File: config.mk
export PLATFORM = sky130hd
export DESIGN_NAME = crane_rigger
export DESIGN_NICKNAME = d
export VERILOG_FILES = /design/src/rtl/crane_pkg.sv /design/src/rtl/crane_job_fifo.sv /design/src/rtl/crane_rigger.sv
export SDC_FILE = /design/constraint.sdc
export NUM_CORES = 1
export LEC_CHECK = 0
export BUFFER_PORTS_ARGS = -buffer_cell sky130_fd_sc_hd__buf_2
export CELL_PAD_IN_SITES_DETAIL_PLACEMENT = 1
export CELL_PAD_IN_SITES_GLOBAL_PLACEMENT = 2
export CORE_AREA = 2 2 76 78
export DETAILED_ROUTE_END_ITERATION = 10
export DIE_AREA = 0 0 78 80
export PLACE_DENSITY_LB_ADDON = 0.1
export SLEW_MARGIN = 30
export SYNTH_ARGS = -nofsm -noshare
export SYNTH_HDL_FRONTEND = slang
export SYNTH_SLANG_ARGS = --single-unit
File: constraint.sdc
create_clock -name clk -period 3.2 [get_ports clk]
set_input_delay 0.48 -clock clk [delete_from_list [all_inputs] [get_ports clk]]
set_output_delay 0.48 -clock clk [all_outputs]
set_load 0.005 [all_outputs]
File: src/rtl/crane_pkg.sv
// Shared definitions for the crane rigger: crane action codes and the rigger FSM states.
package crane_pkg;

    localparam logic [2:0] DN      = 3'b000;
    localparam logic [2:0] A1      = 3'b001;
    localparam logic [2:0] UP      = 3'b010;
    localparam logic [2:0] A2      = 3'b011;
    localparam logic [2:0] R1      = 3'b100;
    localparam logic [2:0] R2      = 3'b101;
    localparam logic [2:0] NOTHING = 3'b110;

    typedef enum logic [3:0] {
        IDLE      = 4'd0,
        ISSUE     = 4'd1,
        WAIT_A1   = 4'd2,
        HOOK      = 4'd3,
        WAIT_A2   = 4'd4,
        UNHOOK    = 4'd5,
        WAIT_HOME = 4'd6,
        DONE      = 4'd7,
        FAULT     = 4'd8
    } rig_state_e;

    function automatic logic is_known_action(input logic [2:0] code);
        return (code == DN) || (code == A1) || (code == UP) || (code == A2) ||
               (code == R1) || (code == R2) || (code == NOTHING);
    endfunction

endpackage

File: src/rtl/crane_job_fifo.sv
// Small synchronous job FIFO with registered occupancy and a registered not-full flag.
module crane_job_fifo #(
    parameter int DEPTH = 4,
    parameter int WIDTH = 2
) (
    input  logic                     clk,
    input  logic                     reset,
    input  logic                     push_i,
    input  logic                     pop_i,
    input  logic [WIDTH-1:0]         data_i,
    output logic [WIDTH-1:0]         data_o,
    output logic                     empty_o,
    output logic                     ready_o,
    output logic [$clog2(DEPTH):0]   level_o
);
    localparam int PW = $clog2(DEPTH);

    logic [WIDTH-1:0] mem_q [DEPTH];
    logic [PW-1:0]    wr_ptr_q, wr_ptr_d, rd_ptr_q, rd_ptr_d;
    logic [PW:0]      count_q, count_d;
    logic             ready_q, ready_d;
    logic             do_push_s, do_pop_s;

    assign do_push_s = push_i && ready_q;
    assign do_pop_s  = pop_i && (count_q != (PW+1)'(0));

    always_comb begin
        wr_ptr_d = do_push_s ? wr_ptr_q + PW'(1) : wr_ptr_q;
        rd_ptr_d = do_pop_s  ? rd_ptr_q + PW'(1) : rd_ptr_q;
        if (do_push_s && !do_pop_s) begin
            count_d = count_q + (PW+1)'(1);
        end else if (do_pop_s && !do_push_s) begin
            count_d = count_q - (PW+1)'(1);
        end else begin
            count_d = count_q;
        end
        ready_d = (count_d != (PW+1)'(DEPTH));
    end

    always_ff @(posedge clk or posedge reset) begin
        if (reset) begin
            wr_ptr_q <= PW'(0);
            rd_ptr_q <= PW'(0);
            count_q  <= (PW+1)'(0);
            ready_q  <= 1'b1;
        end else begin
            wr_ptr_q <= wr_ptr_d;
            rd_ptr_q <= rd_ptr_d;
            count_q  <= count_d;
            ready_q  <= ready_d;
        end
    end

    // Storage is not reset: an entry is only read after it has been written.
    always_ff @(posedge clk) begin
        if (do_push_s) begin
            mem_q[wr_ptr_q] <= data_i;
        end
    end

    assign data_o  = mem_q[rd_ptr_q];
    assign empty_o = (count_q == (PW+1)'(0));
    assign ready_o = ready_q;
    assign level_o = count_q;

endmodule

File: src/rtl/crane_rigger.sv
// Ground-side rigger: queues lift jobs, starts the crane and answers hook/release positions
// with timed pulses. Define CRANE_RIGGER_WATCHDOG_EN to add the wait-state watchdog and FAULT.
module crane_rigger
    import crane_pkg::*;
#(
    parameter logic [2:0] DOWN_TO      = 3'd0,
    parameter logic [2:0] UP_TO        = 3'd4,
    parameter logic [2:0] START_HEIGHT = 3'd6,
    parameter logic [3:0] HOOK_TIME    = 4'd5,
    parameter logic [3:0] UNHOOK_TIME  = 4'd3,
    parameter int         QDEPTH       = 4,
    parameter logic [7:0] WD_LIMIT     = 8'd200
) (
    input  logic                      clk,
    input  logic                      reset,
    input  logic                      job_valid,
    input  logic [1:0]                job_angle,
    output logic                      job_ready,
    input  logic [2:0]                action_in,
    input  logic [2:0]                height_in,
    input  logic [1:0]                angle_in,
    output logic                      write_mode,
    output logic [1:0]                mode_in,
    output logic                      hooked,
    output logic                      unhooked,
    output logic                      busy,
    output logic                      job_done,
    output logic [7:0]                jobs_done,
    output logic [$clog2(QDEPTH):0]   queue_level,
    output logic                      fault,
    input  logic                      fault_clr
);
    rig_state_e  state_q, state_d;
    logic [3:0]  timer_q, timer_d;
    logic [1:0]  mode_q, mode_d;
    logic        write_mode_q, hooked_q, unhooked_q, busy_q, job_done_q;
    logic [7:0]  jobs_done_q, jobs_done_d;
    logic        pop_s, fifo_empty_s, crane_idle_s;
    logic [1:0]  head_s;

    crane_job_fifo #(.DEPTH(QDEPTH), .WIDTH(2)) u_fifo (
        .clk     (clk),
        .reset   (reset),
        .push_i  (job_valid),
        .pop_i   (pop_s),
        .data_i  (job_angle),
        .data_o  (head_s),
        .empty_o (fifo_empty_s),
        .ready_o (job_ready),
        .level_o (queue_level)
    );

    assign crane_idle_s = ((action_in == NOTHING) || (action_in == R2)) &&
                          (angle_in == 2'd0) && (height_in == START_HEIGHT);

`ifdef CRANE_RIGGER_WATCHDOG_EN
    logic [7:0] wd_q, wd_d;
    logic       fault_q, fault_d;
`endif

    always_comb begin
        state_d = state_q;
        timer_d = timer_q;
        mode_d  = mode_q;
        pop_s   = 1'b0;
        case (state_q)
            IDLE: begin
                if (!fifo_empty_s && crane_idle_s) begin
                    mode_d  = head_s;
                    state_d = ISSUE;
                end else begin
                    state_d = IDLE;
                end
            end
            ISSUE: state_d = WAIT_A1;
            WAIT_A1: begin
                if ((action_in == A1) && (height_in == DOWN_TO)) begin
                    timer_d = 4'd0;
                    state_d = HOOK;
                end else begin
                    state_d = WAIT_A1;
                end
            end
            HOOK: begin
                if (timer_q == HOOK_TIME) begin
                    state_d = WAIT_A2;
                end else begin
                    timer_d = timer_q + 4'd1;
                end
            end
            WAIT_A2: begin
                if ((action_in == A2) && (height_in == UP_TO)) begin
                    timer_d = 4'd0;
                    state_d = UNHOOK;
                end else begin
                    state_d = WAIT_A2;
                end
            end
            UNHOOK: begin
                if (timer_q == UNHOOK_TIME) begin
                    state_d = WAIT_HOME;
                end else begin
                    timer_d = timer_q + 4'd1;
                end
            end
            WAIT_HOME: begin
                if ((action_in == R2) && (angle_in == 2'd0)) begin
                    state_d = DONE;
                end else begin
                    state_d = WAIT_HOME;
                end
            end
            DONE: begin
                pop_s   = 1'b1;
                state_d = IDLE;
            end
`ifdef CRANE_RIGGER_WATCHDOG_EN
            FAULT: begin
                if (fault_clr) begin
                    pop_s   = 1'b1;
                    state_d = IDLE;
                end else begin
                    state_d = FAULT;
                end
            end
`endif
            default: state_d = IDLE;
        endcase

`ifdef CRANE_RIGGER_WATCHDOG_EN
        // A real state change always wins over a watchdog expiry in the same cycle.
        wd_d    = 8'd0;
        fault_d = fault_q;
        if (((state_q == WAIT_A1) || (state_q == WAIT_A2) || (state_q == WAIT_HOME)) &&
            (state_d == state_q)) begin
            if (wd_q == WD_LIMIT - 8'd1) begin
                state_d = FAULT;
                fault_d = 1'b1;
            end else begin
                wd_d = wd_q + 8'd1;
            end
        end else if (state_q == FAULT) begin
            fault_d = !fault_clr;
        end else begin
            wd_d = 8'd0;
        end
`endif
        jobs_done_d = (state_q == DONE) ? jobs_done_q + 8'd1 : jobs_done_q;
    end

    always_ff @(posedge clk or posedge reset) begin
        if (reset) begin
            state_q      <= IDLE;
            timer_q      <= 4'd0;
            mode_q       <= 2'd0;
            write_mode_q <= 1'b0;
            hooked_q     <= 1'b0;
            unhooked_q   <= 1'b0;
            busy_q       <= 1'b0;
            job_done_q   <= 1'b0;
            jobs_done_q  <= 8'd0;
        end else begin
            state_q      <= state_d;
            timer_q      <= timer_d;
            mode_q       <= mode_d;
            write_mode_q <= (state_q == ISSUE);
            hooked_q     <= (state_q == HOOK) && (state_d == WAIT_A2);
            unhooked_q   <= (state_q == UNHOOK) && (state_d == WAIT_HOME);
            busy_q       <= (state_d != IDLE);
            job_done_q   <= (state_q == DONE);
            jobs_done_q  <= jobs_done_d;
        end
    end

`ifdef CRANE_RIGGER_WATCHDOG_EN
    always_ff @(posedge clk or posedge reset) begin
        if (reset) begin
            wd_q    <= 8'd0;
            fault_q <= 1'b0;
        end else begin
            wd_q    <= wd_d;
            fault_q <= fault_d;
        end
    end

    assign fault = fault_q;
`else
    logic [8:0] wd_unused_s;
    assign wd_unused_s = {fault_clr, WD_LIMIT};
    assign fault       = 1'b0;
`endif

    assign write_mode = write_mode_q;
    assign mode_in    = mode_q;
    assign hooked     = hooked_q;
    assign unhooked   = unhooked_q;
    assign busy       = busy_q;
    assign job_done   = job_done_q;
    assign jobs_done  = jobs_done_q;

endmodule
==> flow_summary_export.csv, run 1 <==
group,metric,value,unit
status,outcome,"finished, final reports clean",
power_and_ir_drop,p_per_area,558,nW/um2
sta,drv_slew,0,
drt,routed_wl,4.31,mm
finish,fill_cells,620,
floorplanning,rows,27,
floorplanning,die_x,78,um
sta,fin_crit_sh,0.596,
power_and_ir_drop,peakVddDrop,0.350,mV
drt,num_vias,1513,
clock_tree,cts.path.max_buffers,2,
floorplanning,dieArea,6240,um2
global_routing,grt_pass1_wl,7.52,mm
floorplanning,start_util,0.383,
placement,gp_congestion,0.746,
yosys,ys_ff_latch,39,
setup_path,cp_slowest_stage_delay,0.65,ns
setup_path,cp.required,3.39,ns
setup_path,critical_path_class,"register to register",
power_and_ir_drop,p_leak,1.12,nW
sta,hold_viol,0,
setup_path,crit_path_top_delay_cell,"dfrtp_1",
placement,dp_hpwl,3.27,mm
finish,area_growth_syn_to_layout,16.0,%
global_routing,grt_pass1_vias,1582,
clock_tree,cts-buffers-inserted,5,
drt,drtAntennaViolNets,0,
yosys,postSynthCellCount,184,
floorplanning,core-area,5410,um2
sta,fin_crit,1.91,ns
clock_tree,cts_root_buf,"clkbuf_8",
setup_path,cp-start-kind,"register",
setup_path,critPathMaxFanout,14,
drt,dr.pass1.iters,4,
drt,detail_route.vias_per_cell,5.20,
sta,rsz0062_at_grt,"false",
worst_hold_path,min_path_type,"input pin to asynchronous set/reset pin",
setup_path,critPathCaptureType,"register",
yosys,yosysSeqAreaShare,0.491,
clock_tree,post_cts_buffers,0,
clock_tree,clock_latency,0.28,ns
global_routing,grt-ovfl-total,0,
setup_path,arrival,2.09,ns
clock_tree,hold_buffers,0,
sta,max_freq,524,MHz
finish,n_antenna_cell,0,
global_routing,track_usage,0.152,
yosys,synth.distinct_cells,53,
clock_tree,cts.clk_slew.worst_paths,0.08,ns
floorplanning,ios,34,
drt,initialDrtViolationCount,59,
drt,routedWlPerCell,14.8,um
sta,finalSetupViolCount,0,
placement,io_buffers,31,
sta,setup_tns,0,ns
finish,finalNonFillerCells,291,
finish,fin_nets,242,
run,max_cap_violations,0,
yosys,synth_ff_type,"dfrtp_1",
setup_path,path_cells,"nand4b_2, inv_2, and3_1, nor4_1, o32ai_1",
drt,drc,0,
yosys,avgSynthCellArea,11.3,um2
placement,placed_cells,283,
clock_tree,cts_tree,"built",
yosys,synth_edf_count,8,
finish,drive_gt1_frac,0.237,
clock_tree,cts_resized,0,
global_routing,antenna_found_initial,0,
yosys,async_flop_share,0.795,
clock_tree,htree_levels,2,
clock_tree,cts.sinks,39,
floorplanning,die_h,80,um
yosys,yosys_warnings,0,
sta,finClkSkew,0.00395,ns
yosys,syn-cell-area,2070,um2
global_routing,grt_max_degree,32,
-- sequential cells by signal, summed over array words and instances, names as in the netlist, 2 cells and up --
name	cells
u_fifo.wr_ptr_q	2
u_fifo.level_o	3
u_fifo.rd_ptr_q	2
state_q	4
jobs_done	8
u_fifo.mem_q	8
timer_q	4
mode_in	2
-- per-layer routing --
layer  wire length [um]  vias up  part of all wire  track usage
li1                   -      739                 -            -
met4                 28        0            0.0065       0.0368
met2               2130       26              0.50        0.256
met3                161        5             0.037       0.0396
met1               1990      743              0.46        0.196
met5                  0        -                 0            0
-- through the flow --
step                setup WS (ns)  utilization  total power [mW]  hold WS, ns  area [um2]
global placement             1.32        0.424             0.916        0.454        2290
CTS                          1.25        0.444              1.36        0.274        2400
finish                       1.29        0.444              1.34        0.267        2400
detailed placement           1.27        0.424             0.950        0.458        2290
floorplan                    1.51            -             0.834        0.465        2070
global route                 1.08        0.444              1.43        0.290        2400
-- worst max-delay path, delay by kind of cell (launching register included) --
kind | cells | cell delay, ns
simple gates | 3 | 0.65
compound gates | 1 | 0.27
flops | 1 | 0.65
buf+inv | 1 | 0.25
-- worst paths after layout --
check	from	end	slack, ns	cells past startpoint
max reg2reg	state_q[2]	u_fifo.ready_o	1.29	5
min in group clk	job_angle[0]	u_fifo.mem_q[3][0]	0.41	1
min	reset	u_fifo.level_o[2]	0.27	3
min reg2reg	jobs_done[7]	jobs_done[7]	0.46	1
max in group asynchronous	reset	u_fifo.ready_o	2.61	3
max	state_q[2]	u_fifo.ready_o	1.29	5
-- layout by cell type, fill, tap and decap left out, drive strengths merged, types with 2 or more instances in the layout --
cell,instances
mux4,2
buf,32
nand2b,7
o21ai,2
nor4b,3
nor2b,3
and3,9
mux2,3
edfxtp,8
mux2i,2
nand2,12
inv,8
or3b,3
conb,2
a31oi,3
nand3,6
ha,10
xor2,4
nand4,4
xnor2,7
clkbuf,5
o32ai,2
a21oi,6
nor3,6
clkinv,2
o211ai,2
dfrtp,30
nor4,4
nor2,10
or2b,2
nand4b,4
a22o,2
-- where the power goes --
group,internal [mW],switching [mW]
sequential,0.577,0.0626
clock,0.232,0.174
combinational,0.136,0.159
total,0.945,0.395
-- cells by family (layout without fill, tap and decap cells) --
kind of cell             after synthesis  count (layout)  synth area share
AND/OR/NAND/NOR                       80              80             0.245
flip-flops                            39              39             0.491
AO/OA/AOI/OAI                         22              22            0.0749
buffers and inverters                 14              48            0.0326
XOR/XNOR                              11              11            0.0465
adder cells (fa/ha/maj)               10              10            0.0604
multiplexers                           7               7            0.0477
other                                  1               2           0.00181
-- Yosys cell counts, types with 4 or more instances --
cell / count / area (um2)
inv_1: 7 / 26.3
nor3_1: 5 / 25.0
xnor2_1: 7 / 61.3
xor2_1: 4 / 35.0
nor2_1: 10 / 37.5
dfrtp_1: 30 / 751
ha_1: 10 / 125
nand2b_1: 7 / 43.8
nand4_1: 4 / 25.0
a21oi_1: 4 / 20.0
nand2_1: 12 / 45.0
nand3_1: 5 / 25.0
edfxtp_1: 8 / 240
and3_1: 9 / 56.3
-- area by class of cell --
class,instances,area (um2),share of cell area
clock buffers,5,68.8,0.0286
clock inverters,3,43.8,0.0182
repair buffers,32,163,0.0677
multi-input cells,132,990,0.412
flip-flops and latches,39,1020,0.423
inverters,8,30.0,0.0125
well taps,72,90.1,0.0375
No activity file was read; power rests on OpenSTA's default activity.
==> run 2: changes to the inputs <==
Settings changed: CORE_AREA 2 2 76 78 to 2 2 79 81, DIE_AREA 0 0 78 80 to 0 0 81 83.
Clock period 3.2 ns to 1.8 ns, I/O delays scaled along.
==> flow_summary_export.csv, run 2 (synthesis results as in run 1) <==
group,metric,value,unit
floorplanning,dieArea,6720,um2
power_and_ir_drop,power_frac_seq,0.437,
setup_path,arrival,1.86,ns
floorplanning,rows,28,
sta,max_freq,595,MHz
finish,drive_gt1_frac,0.286,
drt,dr.pass1.iters,4,
power_and_ir_drop,peakVddDrop,0.582,mV
finish,mostFrequentLayoutCells,"buf_2, dfrtp_1, nand2_1",
finish,fill_cells,687,
clock_tree,cts_root_buf,"clkbuf_8",
setup_path,cp.required,1.98,ns
global_routing,grt-ovfl-total,0,
worst_hold_path,min_path_type,"input pin to asynchronous set/reset pin",
power_and_ir_drop,comb_power_share,0.225,
finish,finish.utilization,0.435,
global_routing,track_usage,0.146,
sta,relSlewSlack,0.675,
sta,rsz0062_at_grt,"false",
drt,detail_route.vias_per_cell,5.08,
floorplanning,die_h,83,um
power_and_ir_drop,internal_power,1.85,mW
sta,whs,0.0543,ns
global_routing,grt_pass1_vias,1607,
setup_path,crit_path_top_delay_cell,"dfrtp_1",
global_routing,antenna_found_initial,0,
global_routing,grt_pass1_wl,7.60,mm
finish,area_growth_syn_to_layout,22.1,%
setup_path,path_cells,"ha_2, or3b_1, o2bb2ai_1, a22o_2, mux2i_1",
sta,worst_slew_pin_slew,0.480,ns
drt,drtAntennaViolNets,0,
clock_tree,cts.clk_slew.worst_paths,0.08,ns
sta,finalSetupViolCount,0,
floorplanning,core-area,5820,um2
setup_path,critPathMaxFanout,4,
placement,pre_cts_ws,0.0874,ns
placement,io_buffers,31,
power_and_ir_drop,p_leak,1.19,nW
finish,fin_nets,250,
setup_path,cp-startpoint,"timer_q[1]",
global_routing,grt_max_degree,32,
drt,drc,0,
finish,final_common_cell,"buf_2",
sta,fin_crit,1.68,ns
floorplanning,start_util,0.356,
drt,initialDrtViolationCount,47,
run,max_cap_violations,0,
drt,routedWlPerCell,14.8,um
setup_path,cp-start-kind,"register",
drt,routed_wl,4.47,mm
sta,hold_viol,0,
setup_path,cp_slowest_stage_delay,0.40,ns
floorplanning,die_x,81,um
sta,finClkSkew,0.00863,ns
sta,layout_setup_ws,0.119,ns
power_and_ir_drop,power_switching_share,0.275,
sta,setup_tns,0,ns
sta,drv_slew,0,
clock_tree,htree_levels,2,
finish,finalNonFillerCells,302,
clock_tree,cts_tree,"built",
setup_path,r2r-start,"timer_q[1]",
sta,fin_crit_sh,0.934,
status,outcome,"finished, final reports clean",
power_and_ir_drop,p_per_area,1010,nW/um2
setup_path,critPathCaptureType,"register",
placement,gp_congestion,0.766,
clock_tree,hold_buffers,0,
placement,dp_hpwl,3.33,mm
drt,num_vias,1533,
clock_tree,cts.path.max_buffers,2,
placement,placed_cells,294,
power_and_ir_drop,switching_power,0.703,mW
clock_tree,cts.sinks,39,
power_and_ir_drop,p_clk_frac,0.338,
clock_tree,clock_latency,0.29,ns
finish,n_antenna_cell,0,
floorplanning,ios,34,
setup_path,critical_path_class,"register to register",
clock_tree,cts-buffers-inserted,5,
-- run 2: cell types whose count changed in the layout (fill, tap and decap cells not counted), sizes merged --
| cell | previous run | this run |
|---|---|---|
| bufinv | 1 | 2 |
| buf | 32 | 40 |
| clkbuf | 5 | 6 |
| clkinv | 2 | 0 |
-- run 2: path summary, 6_finish.rpt --
check | end | slack [ns] | cells after the start
setup / recovery | timer_q[1] | 0.12 | 5
hold / removal | timer_q[0] | 0.05 | 3
setup reg to reg | timer_q[1] | 0.12 | 5
hold reg to reg | jobs_done[7] | 0.46 | 1
max in group asynchronous | u_fifo.ready_o | 1.41 | 3
min in group clk | u_fifo.mem_q[1][1] | 0.20 | 1
-- run 2: power by group through the flow --
stage | Sequential [mW] | Clock [mW] | Combinational [mW]
6_report | 1.12 | 0.865 | 0.575
5_1_grt | 1.14 | 0.941 | 0.663
4_1_cts | 1.12 | 0.896 | 0.568
3_5_place_dp | 1.14 | 0 | 0.561
3_3_place_gp | 1.12 | 0 | 0.535
2_1_floorplan | 1.13 | 0 | 0.354
-- run 2: what timing repair did --
action / 4_1_cts / 5_1_grt
resized for setup: 0 / 8
endpoints found under the setup margin: 0 / 6
buffers inserted: 0 / 0
hold endpoints to repair: 0 / 0
-- run 2: metrics by stage --
| stage | power [mW] | area, um2 |
|---|---|---|
| after floorplan | 1.48 | 2070 |
| final | 2.56 | 2530 |
| after CTS | 2.58 | 2500 |
| after detailed placement | 1.70 | 2370 |
| after global placement | 1.66 | 2370 |
| after global routing | 2.74 | 2530 |
-- run 2: final cells by class --
type                    count  area (um2)  area share
flip-flops and latches     39        1020       0.403
multi-input cells         132        1010       0.401
repair buffers             40         235      0.0931
well taps                  75        93.8      0.0371
clock buffers               6        72.6      0.0287
clock inverters             2        60.1      0.0238
inverters                   8        32.5      0.0129
-- run 2: worst max-delay path, delay by kind of cell, from the launching register on --
family                   cells  cell delay [ns]
flip-flops                   1             0.40
AND/OR/NAND/NOR              1             0.40
adder cells (fa/ha/maj)      1             0.21
multiplexers                 1             0.13
AO/OA/AOI/OAI                2             0.43
-- run 2: per-layer routing --
layer,part of all wire,up-vias,GRT usage
li1,-,754,-
met1,0.47,744,0.189
met2,0.48,29,0.230
met3,0.039,6,0.0380
met4,0.017,0,0.0586
met5,0,-,0
